### src/rtl/ysyx_22041207_axi_read_master.sv
// ysyx_22041207_axi_read_master: single-outstanding AXI4 read master; arbiter-side r_* request/data ports in, single-beat axi_ar_*/axi_r_* out, right-justified size-masked data back
module ysyx_22041207_axi_read_master #(
  parameter int RW_DATA_WIDTH  = 64,
  parameter int RW_ADDR_WIDTH  = 64,
  parameter int AXI_DATA_WIDTH = 64,
  parameter int AXI_ADDR_WIDTH = 64,
  parameter int AXI_ID_WIDTH   = 4,
  parameter int AXI_ID         = 0
) (
  input  logic                      clk,
  input  logic                      rst,
  input  logic                      r_valid_i,
  output logic                      r_ready_o,
  input  logic [RW_ADDR_WIDTH-1:0]  r_addr_i,
  input  logic [7:0]                r_size_i,
  output logic [RW_DATA_WIDTH-1:0]  data_read_o,
  output logic                      r_data_valid_o,
  input  logic                      r_data_ready_i,
  output logic                      r_err_o,
  output logic                      axi_ar_valid_o,
  input  logic                      axi_ar_ready_i,
  output logic [AXI_ADDR_WIDTH-1:0] axi_ar_addr_o,
  output logic [AXI_ID_WIDTH-1:0]   axi_ar_id_o,
  output logic [7:0]                axi_ar_len_o,
  output logic [2:0]                axi_ar_size_o,
  output logic [1:0]                axi_ar_burst_o,
  input  logic                      axi_r_valid_i,
  output logic                      axi_r_ready_o,
  input  logic [AXI_DATA_WIDTH-1:0] axi_r_data_i,
  input  logic [1:0]                axi_r_resp_i,
  input  logic                      axi_r_last_i,
  input  logic [AXI_ID_WIDTH-1:0]   axi_r_id_i
);
  typedef enum logic [1:0] {S_IDLE, S_AR, S_R, S_DONE} state_t;
  state_t r_state, w_next;
  logic [RW_ADDR_WIDTH-1:0] r_addr;
  logic [7:0] r_size;
  logic [RW_DATA_WIDTH-1:0] r_data, w_shift, w_proc;
  logic r_err, w_beat;
  assign w_beat = r_state == S_R && axi_r_valid_i && axi_r_id_i == AXI_ID_WIDTH'(AXI_ID);
  assign w_shift = RW_DATA_WIDTH'(axi_r_data_i >> {r_addr[2:0], 3'b000});
  assign w_proc = r_size == 8'd1 ? RW_DATA_WIDTH'(w_shift[7:0]) :
                  r_size == 8'd2 ? RW_DATA_WIDTH'(w_shift[15:0]) :
                  r_size == 8'd4 ? RW_DATA_WIDTH'(w_shift[31:0]) : w_shift;
  always_ff @(posedge clk or posedge rst)
    if (rst) r_state <= S_IDLE;
    else r_state <= w_next;
  always_comb
    w_next = r_state == S_IDLE ? (r_valid_i ? S_AR : S_IDLE) :
             r_state == S_AR   ? (axi_ar_ready_i ? S_R : S_AR) :
             r_state == S_R    ? (w_beat && axi_r_last_i ? S_DONE : S_R) :
                                 (r_data_ready_i ? S_IDLE : S_DONE);
  always_comb begin
    r_ready_o      = r_state == S_IDLE && r_valid_i;
    axi_ar_valid_o = r_state == S_AR;
    axi_r_ready_o  = r_state == S_R;
    r_data_valid_o = r_state == S_DONE;
  end
  always_ff @(posedge clk or posedge rst)
    if (rst) begin
      r_addr <= '0;
      r_size <= '0;
      r_data <= '0;
      r_err  <= 1'b0;
    end else begin
      if (r_ready_o) begin
        r_addr <= r_addr_i;
        r_size <= r_size_i;
      end
      if (w_beat) begin
        r_data <= w_proc;
        r_err  <= axi_r_resp_i != 2'b00;
      end else if (r_state == S_DONE && r_data_ready_i) r_err <= 1'b0;
    end
  assign data_read_o    = r_data;
  assign r_err_o        = r_err;
  assign axi_ar_addr_o  = AXI_ADDR_WIDTH'(r_addr);
  assign axi_ar_id_o    = AXI_ID_WIDTH'(AXI_ID);
  assign axi_ar_len_o   = 8'd0;
  assign axi_ar_burst_o = 2'b01;
  assign axi_ar_size_o  = r_size == 8'd1 ? 3'd0 : r_size == 8'd2 ? 3'd1 : r_size == 8'd4 ? 3'd2 : 3'd3;
endmodule
### config.mk
export PLATFORM = sky130hd
export DESIGN_NAME = ysyx_22041207_axi_read_master
export DESIGN_NICKNAME = d
export VERILOG_FILES = /design/src/rtl/ysyx_22041207_axi_read_master.sv
export SDC_FILE = /design/constraint.sdc
export NUM_CORES = 1
export LEC_CHECK = 0
export ABC_AREA = 0
export CORE_MARGIN = 1
export CORE_UTILIZATION = 43
export DETAILED_ROUTE_END_ITERATION = 8
export HOLD_SLACK_MARGIN = 0.08
export PLACE_DENSITY_LB_ADDON = 0.08
export REMOVE_ABC_BUFFERS = 1
export SLEW_MARGIN = 20
export SYNTH_ARGS = -nofsm -noshare
export SYNTH_HDL_FRONTEND = slang
export SYNTH_SLANG_ARGS = --single-unit
### constraint.sdc
create_clock -name clk -period 4.9 [get_ports clk]
set_clock_uncertainty 0.05 [all_clocks]
set_input_delay 0.735 -clock clk [delete_from_list [all_inputs] [get_ports clk]]
set_output_delay 0.735 -clock clk [all_outputs]
set_load 0.01 [all_outputs]
==> summary.md, run 1 <==
| Metric | Value |
|---|---|
| Status | `completed` |
| Iteration-0 DRC Markers | `331` |
| Critical Path Max Stage Delay | `580 ps` |
| Placer Congestion | `0.8625` |
| Hold buffer count at cts | `0` |
| Peak Freq | `332.0 MHz` |
| Required time of the critical path | `4120 ps` |
| Post-DP HPWL | `14820 um` |
| Router iterations before antenna repair | `4` |
| Final setup viols | `0` |
| Initial antenna violation count | `0` |
| RSZ-0062 raised after global routing | `false` |
| Clock Path Buffers | `2` |
| Chip width | `130.3 um` |
| Clk Latency, worst-skew pair | `410 ps` |
| Vias in the first global route | `5907` |
| First-pass GRT wire length | `31810 um` |
| CP Class | `flop to output port` |
| Post-synthesis cell count | `582` |
| Slew margin rel. | `28.20%` |
| Worst-path clk slew | `60 ps` |
| CP endpoint kind | `output port` |
| Worst hold path class | `flop to flop` |
| CTS Buf Count | `17` |
| Initial core utilization | `44.27%` |
| Async SR Flop Fraction | `100.0%` |
| Main flop type after synthesis | `dfrtp_1` |
| ANT cells | `0` |
| Worst setup SP type | `flop` |
| Layout cell share with drive strength beyond 1 | `15.89%` |
| Vias per cell | `5.425` |
| Final Max Slew Viols | `0` |
| Synth unique cells | `45` |
| Post-route DRC violation count | `0` |
| Final hold violations | `0` |
| H-tree depth | `4` |
| Grt ovf | `0` |
| Non-Filler Instances | `1072` |
| Critical-path top delay cell | `or4_4` |
| Postcts setup bufs | `0` |
| DIE AREA | `0.01699 mm2` |
| Post-synthesis sequential area ratio | `49.11%` |
| Post-synthesis area per instance | `12.17 um2` |
| Static leakage | `4.472 nW` |
| Setup TNS | `0 ps` |
| Synth warn | `0` |
| Root buffer cell | `clkbuf_16` |
| Core footprint | `0.01600 mm2` |
| CTS tree | `built` |
| Crit-path cells | `or4_4 -> nor4_4 -> inv_1 -> clkdlybuf4s50_1` |
| DR WL/cell | `19.45 um` |
| # fillers | `1275` |
| Tmin final | `3012 ps` |
| Post-Place Cells | `1040` |
| Vias | `5816` |
| Total track usage | `24.90%` |
| Max-cap violation count | `0` |
| Critical Path AT | `2230 ps` |
| Largest net degree at the start of global routing | `84` |
| DP Area | `0.009978 mm2` |
| Post-CTS Resized | `0` |
| Period utilization | `61.48%` |
| Number of enable flip-flop cells after synthesis | `0` |
| Nets@finish | `992` |
| Commonest non-fill, non-tap cells in the layout | `clkdlybuf4s50_1, dfrtp_1, mux2i_1` |
| Worst Tran Pin Value | `1074 ps` |
| Fin util | `66.06%` |
| Detail Route Antenna Nets | `0` |
| Leading cell type in the layout, fill and taps excluded | `clkdlybuf4s50_1` |
| IR drop worst, VDD | `336.0 uV` |
| Mapped cell area | `0.007083 mm2` |
| Hold slack | `426.9 ps` |
| IO Pins | `299` |
| Pwr/cell area | `613.1 mW/mm2` |
| P&R area growth vs syn | `49.23%` |
| Die Span Y | `130.3 um` |
| # clock sinks | `139` |
| Crit-path max FO | `3` |
| Fin area | `0.01057 mm2` |
| Rows | `46` |
| I/O Buffers | `283` |
| Routed WL | `20850 um` |
| #FFs+latches synth | `139` |
==> where the power goes <==
group	total [W]	internal, W	switching, W
clock network	0.00127	0.000790	0.000479
registers	0.00215	0.00165	0.000498
logic	0.00306	0.00179	0.00127
total	0.00648	0.00423	0.00225
==> registers in the layout, indices dropped and copies added (netlist names) <==
signal	flops
axi_ar_addr_o	64
data_read_o	64
r_size	8
r_state	2
r_err_o	1
==> worst max-delay path, delay by kind of cell, from the launching register on <==
| family | cells | cell delay [ps] |
|---|---|---|
| buf+inv | 2 | 560 |
| flops | 1 | 370 |
| simple gates | 2 | 890 |
==> routing by layer <==
metal	up-vias	track usage, %	wire length (um)
li1	2661	-	-
met4	0	7.573	306
met2	244	41.08	10350
met5	-	0	0
met3	22	9.512	2012
met1	2889	30.22	8184
==> final timing paths <==
path,slack [ps],to,start,cells past startpoint
min reg2reg,430,data_read_o[7],data_read_o[7],2
max reg2reg,2290,data_read_o[23],axi_ar_addr_o[0],5
max in group asynchronous,3060,axi_ar_addr_o[33],rst,3
min,430,data_read_o[7],data_read_o[7],2
min in group asynchronous,790,axi_ar_addr_o[12],rst,2
max,1890,axi_ar_size_o[1],r_size[4],4
==> layout make-up <==
cell class	instances	area [um2]	share of cell area, %
clock buffer	22	474.2	4.486
clock inverter	10	115.1	1.089
inverter	7	31.28	0.2959
multi-input combinational	388	3309	31.31
sequential	139	3485	32.97
tap	216	270.3	2.557
timing repair buffer	290	2885	27.30
==> per-stage QoR <==
step / power (W) / setup WS [ps]
final: 0.006480 / 1888
after global routing: 0.006869 / 1767
after CTS: 0.006534 / 1841
after detailed placement: 0.005231 / 1802
after global placement: 0.005148 / 1838
after floorplan: 0.003756 / 233.0
==> cell families after synthesis <==
kind of cell	synth area share, %
DFF	49.11
xor gates and xnor gates	0.3710
buffers and inverters	5.123
and+or+nand+nor	5.352
muxes	26.25
other	0.1060
AOI/OAI and AO/OA	13.69
==> synthesized netlist by cell type, types with 2 or more instances <==
library cell / count / share of area, %
buf_2: 23 / 1.6
o21ai_0: 30 / 2.1
nor2_1: 10 / 0.53
o21ai_1: 8 / 0.57
a21o_1: 3 / 0.32
a22o_1: 26 / 3.2
a32o_1: 21 / 3.0
nand3_1: 5 / 0.35
xnor2_1: 2 / 0.25
dfrtp_1: 139 / 49
mux4_2: 8 / 2.5
a31oi_1: 4 / 0.35
a2bb2oi_1: 4 / 0.49
o31ai_1: 5 / 0.53
nand2_1: 43 / 2.3
mux2i_1: 80 / 11
o211ai_1: 7 / 0.74
buf_1: 2 / 0.11
inv_1: 7 / 0.37
o22ai_1: 4 / 0.35
conb_1: 2 / 0.11
nor2b_1: 8 / 0.71
clkbuf_1: 16 / 0.85
mux2_2: 78 / 12
nand3b_1: 2 / 0.21
o221ai_1: 2 / 0.25
buf_4: 19 / 2.0
a211o_1: 7 / 0.87
Note: power is estimated with default switching activity, not from simulation.
==> run 2: changes to the inputs <==
- clock period: 4.9 -> 3.1 ns (I/O delays scaled with it)
==> run 2 against run 1 <==
  * Routed wire length rose by 2.4%
  * Sequential cell count unchanged
  * Clock-buffer cell count is 1 lower
  * Core utilization rose by 0.63 points
  * Largest cell class unchanged
  * Non-clock buffer count up 10
==> summary.md, run 2 (synthesis results as in run 1) <==
| Metric | Value |
|---|---|
| # fillers | `1265 (was 1275)` |
| Final hold violations | `0 (unchanged)` |
| Die Span Y | `130.3 um (unchanged)` |
| Routed WL | `21340 um (was 20850 um)` |
| Grt ovf | `0 (unchanged)` |
| Postcts setup bufs | `0 (unchanged)` |
| Setup TNS | `0 ps (unchanged)` |
| Final setup viols | `0 (unchanged)` |
| Chip width | `130.3 um (unchanged)` |
| Hold buffer count at cts | `0 (unchanged)` |
| Pwr/cell area | `970.0 mW/mm2 (was 613.1 mW/mm2)` |
| CP endpoint kind | `output port (unchanged)` |
| Vias in the first global route | `5946 (was 5907)` |
| Initial antenna violation count | `0 (unchanged)` |
| IO Pins | `299 (unchanged)` |
| Worst setup SP type | `flop (unchanged)` |
| Iteration-0 DRC Markers | `222 (was 331)` |
| Footprint of the multi-input gates | `0.003309 mm2 (unchanged)` |
| Slew margin rel. | `40.47% (was 28.20%)` |
| # clock sinks | `139 (unchanged)` |
| Placer Congestion | `0.8657 (was 0.8625)` |
| Required time of the critical path | `2580 ps (was 4120 ps)` |
| Fin util | `66.69% (was 66.06%)` |
| Total track usage | `25.28% (was 24.90%)` |
| Static leakage | `4.529 nW (was 4.472 nW)` |
| Peak Freq | `356.6 MHz` |
| Initial core utilization | `44.27% (unchanged)` |
| Worst-path clk slew | `60 ps (about the same)` |
| Layout cell share with drive strength beyond 1 | `16.97% (was 15.89%)` |
| Largest net degree at the start of global routing | `60 (was 84)` |
| Router iterations before antenna repair | `4 (unchanged)` |
| Post-route DRC violation count | `0 (unchanged)` |
| First-pass GRT wire length | `32140 um (was 31810 um)` |
| Rows | `46 (unchanged)` |
| R2R cell count | `6 (was 5)` |
| CTS tree | `built (unchanged)` |
| Period utilization | `90.47%` |
| Register share of total power | `32.1% (was 33.2%)` |
| Combinational share of power | `48.3% (was 47.2%)` |
| P&R area growth vs syn | `50.64% (was 49.23%)` |
| IR drop worst, VDD | `505.5 uV (was 336.0 uV)` |
| H-tree depth | `4 (unchanged)` |
| Clock Path Buffers | `2 (unchanged)` |
| Vias per cell | `5.421 (was 5.425)` |
| Worst Tran Pin Value | `889.7 ps (was 1074 ps)` |
| Core footprint | `0.01600 mm2 (unchanged)` |
| Max-cap violation count | `0 (unchanged)` |
| Nets@finish | `1002 (was 992)` |
| Reg2Reg Setup Slack | `840 ps (was 2290 ps)` |
| Worst hold path class | `primary input to async pin (was flop to flop)` |
| Commonest non-fill, non-tap cells in the layout | `clkdlybuf4s50_1, dfrtp_1, mux2i_1 (unchanged)` |
| Detail Route Antenna Nets | `0 (unchanged)` |
| Worst r2r dst | `data_read_o[14] (was data_read_o[23])` |
| Critical Path AT | `2290 ps (was 2230 ps)` |
| Post-DP HPWL | `15360 um (was 14820 um)` |
| Final Max Slew Viols | `0 (unchanged)` |
| CP Class | `flop to output port (unchanged)` |
| Switching power total | `0.003620 W (was 0.002248 W)` |
| Origin of the critical flop-to-flop path | `axi_ar_addr_o[2] (was axi_ar_addr_o[0])` |
| FF+latch area | `0.003485 mm2 (unchanged)` |
| RSZ-0062 raised after global routing | `false (unchanged)` |
| Status | `completed (unchanged)` |
| Vias | `5865 (was 5816)` |
| Internal Power | `0.006730 W (was 0.004233 W)` |
| I/O Buffers | `283 (unchanged)` |
| Leading cell type in the layout, fill and taps excluded | `clkdlybuf4s50_1 (unchanged)` |
| Post-CTS Resized | `0 (unchanged)` |
| DR WL/cell | `19.72 um (was 19.45 um)` |
| DIE AREA | `0.01699 mm2 (unchanged)` |
| Clk pwr share | `19.6% (about the same)` |
| CTS Buf Count | `17 (unchanged)` |
| Clk Latency, worst-skew pair | `420 ps (was 410 ps)` |
| Tmin final | `2805 ps` |
| Root buffer cell | `clkbuf_16 (unchanged)` |
| Sw Ratio | `34.97% (was 34.69%)` |
| Crit-path max FO | `3 (unchanged)` |
| ANT cells | `0 (unchanged)` |
run 2: cell types whose count changed in the layout (fill, tap and decap cells not counted), sizes merged:
cell,before,now
clkinvlp,3,4
clkinv,4,5
clkbuf,22,21
buf,7,17
inv,8,7
run 2: final cells by class:
type                    instances  area share [%]
well taps                     216           2.533
clock buffers                  21           4.409
clock inverters                11           1.114
flip-flops and latches        139           32.66
repair buffers                300           27.98
multi-input cells             388           31.02
inverters                       7          0.2932
run 2: worst max path at each step:
stage                  start                to  slack, ps
6_report           r_size[4]  axi_ar_size_o[1]        300
5_1_grt            r_size[4]  axi_ar_size_o[1]        220
4_1_cts            r_size[4]  axi_ar_size_o[1]        250
3_5_place_dp   axi_r_id_i[1]   data_read_o[26]        670
3_3_place_gp   axi_r_id_i[1]   data_read_o[20]        710
2_1_floorplan     r_state[0]  axi_ar_addr_o[0]      -1250
run 2: power by group through the flow:
stage	logic [W]	registers [W]	clock network (W)
2_1_floorplan	0.00219	0.00375	0
5_1_grt	0.00536	0.00343	0.00215
4_1_cts	0.00504	0.00332	0.00206
3_5_place_dp	0.00500	0.00333	0
3_3_place_gp	0.00493	0.00330	0
6_report	0.00500	0.00332	0.00203
run 2: metal layers:
| metal | vias up | GRT usage [%] | wire length [um] |
|---|---|---|---|
| met2 | 256 | 42.02 | 10480 |
| met4 | 0 | 9.398 | 368 |
| li1 | 2680 | - | - |
| met5 | - | 0 | 0 |
| met1 | 2903 | 29.89 | 8358 |
| met3 | 26 | 9.389 | 2137 |
run 2: critical path: stages (launching register included):
cell             delay, ps
dfrtp_1                370
or4_4                  580
nor4_4                 340
inv_1                   70
clkdlybuf4s50_1        500
run 2: metrics by stage:
stage | power (W) | instances | hold slack, ps | cell area, um2 | setup WS [ps]
6_report | 0.01035 | 1082 | 387.6 | 10670 | 295.4
5_1_grt | 0.01094 | 1082 | 416.1 | 10670 | 223.8
4_1_cts | 0.01042 | 1082 | 405.4 | 10670 | 254.8
3_5_place_dp | 0.008329 | 1050 | 426.3 | 10080 | 671.0
3_3_place_gp | 0.008224 | 1050 | 411.3 | 10080 | 706.3
2_1_floorplan | 0.005937 | 534 | 431.9 | 6795 | -1251
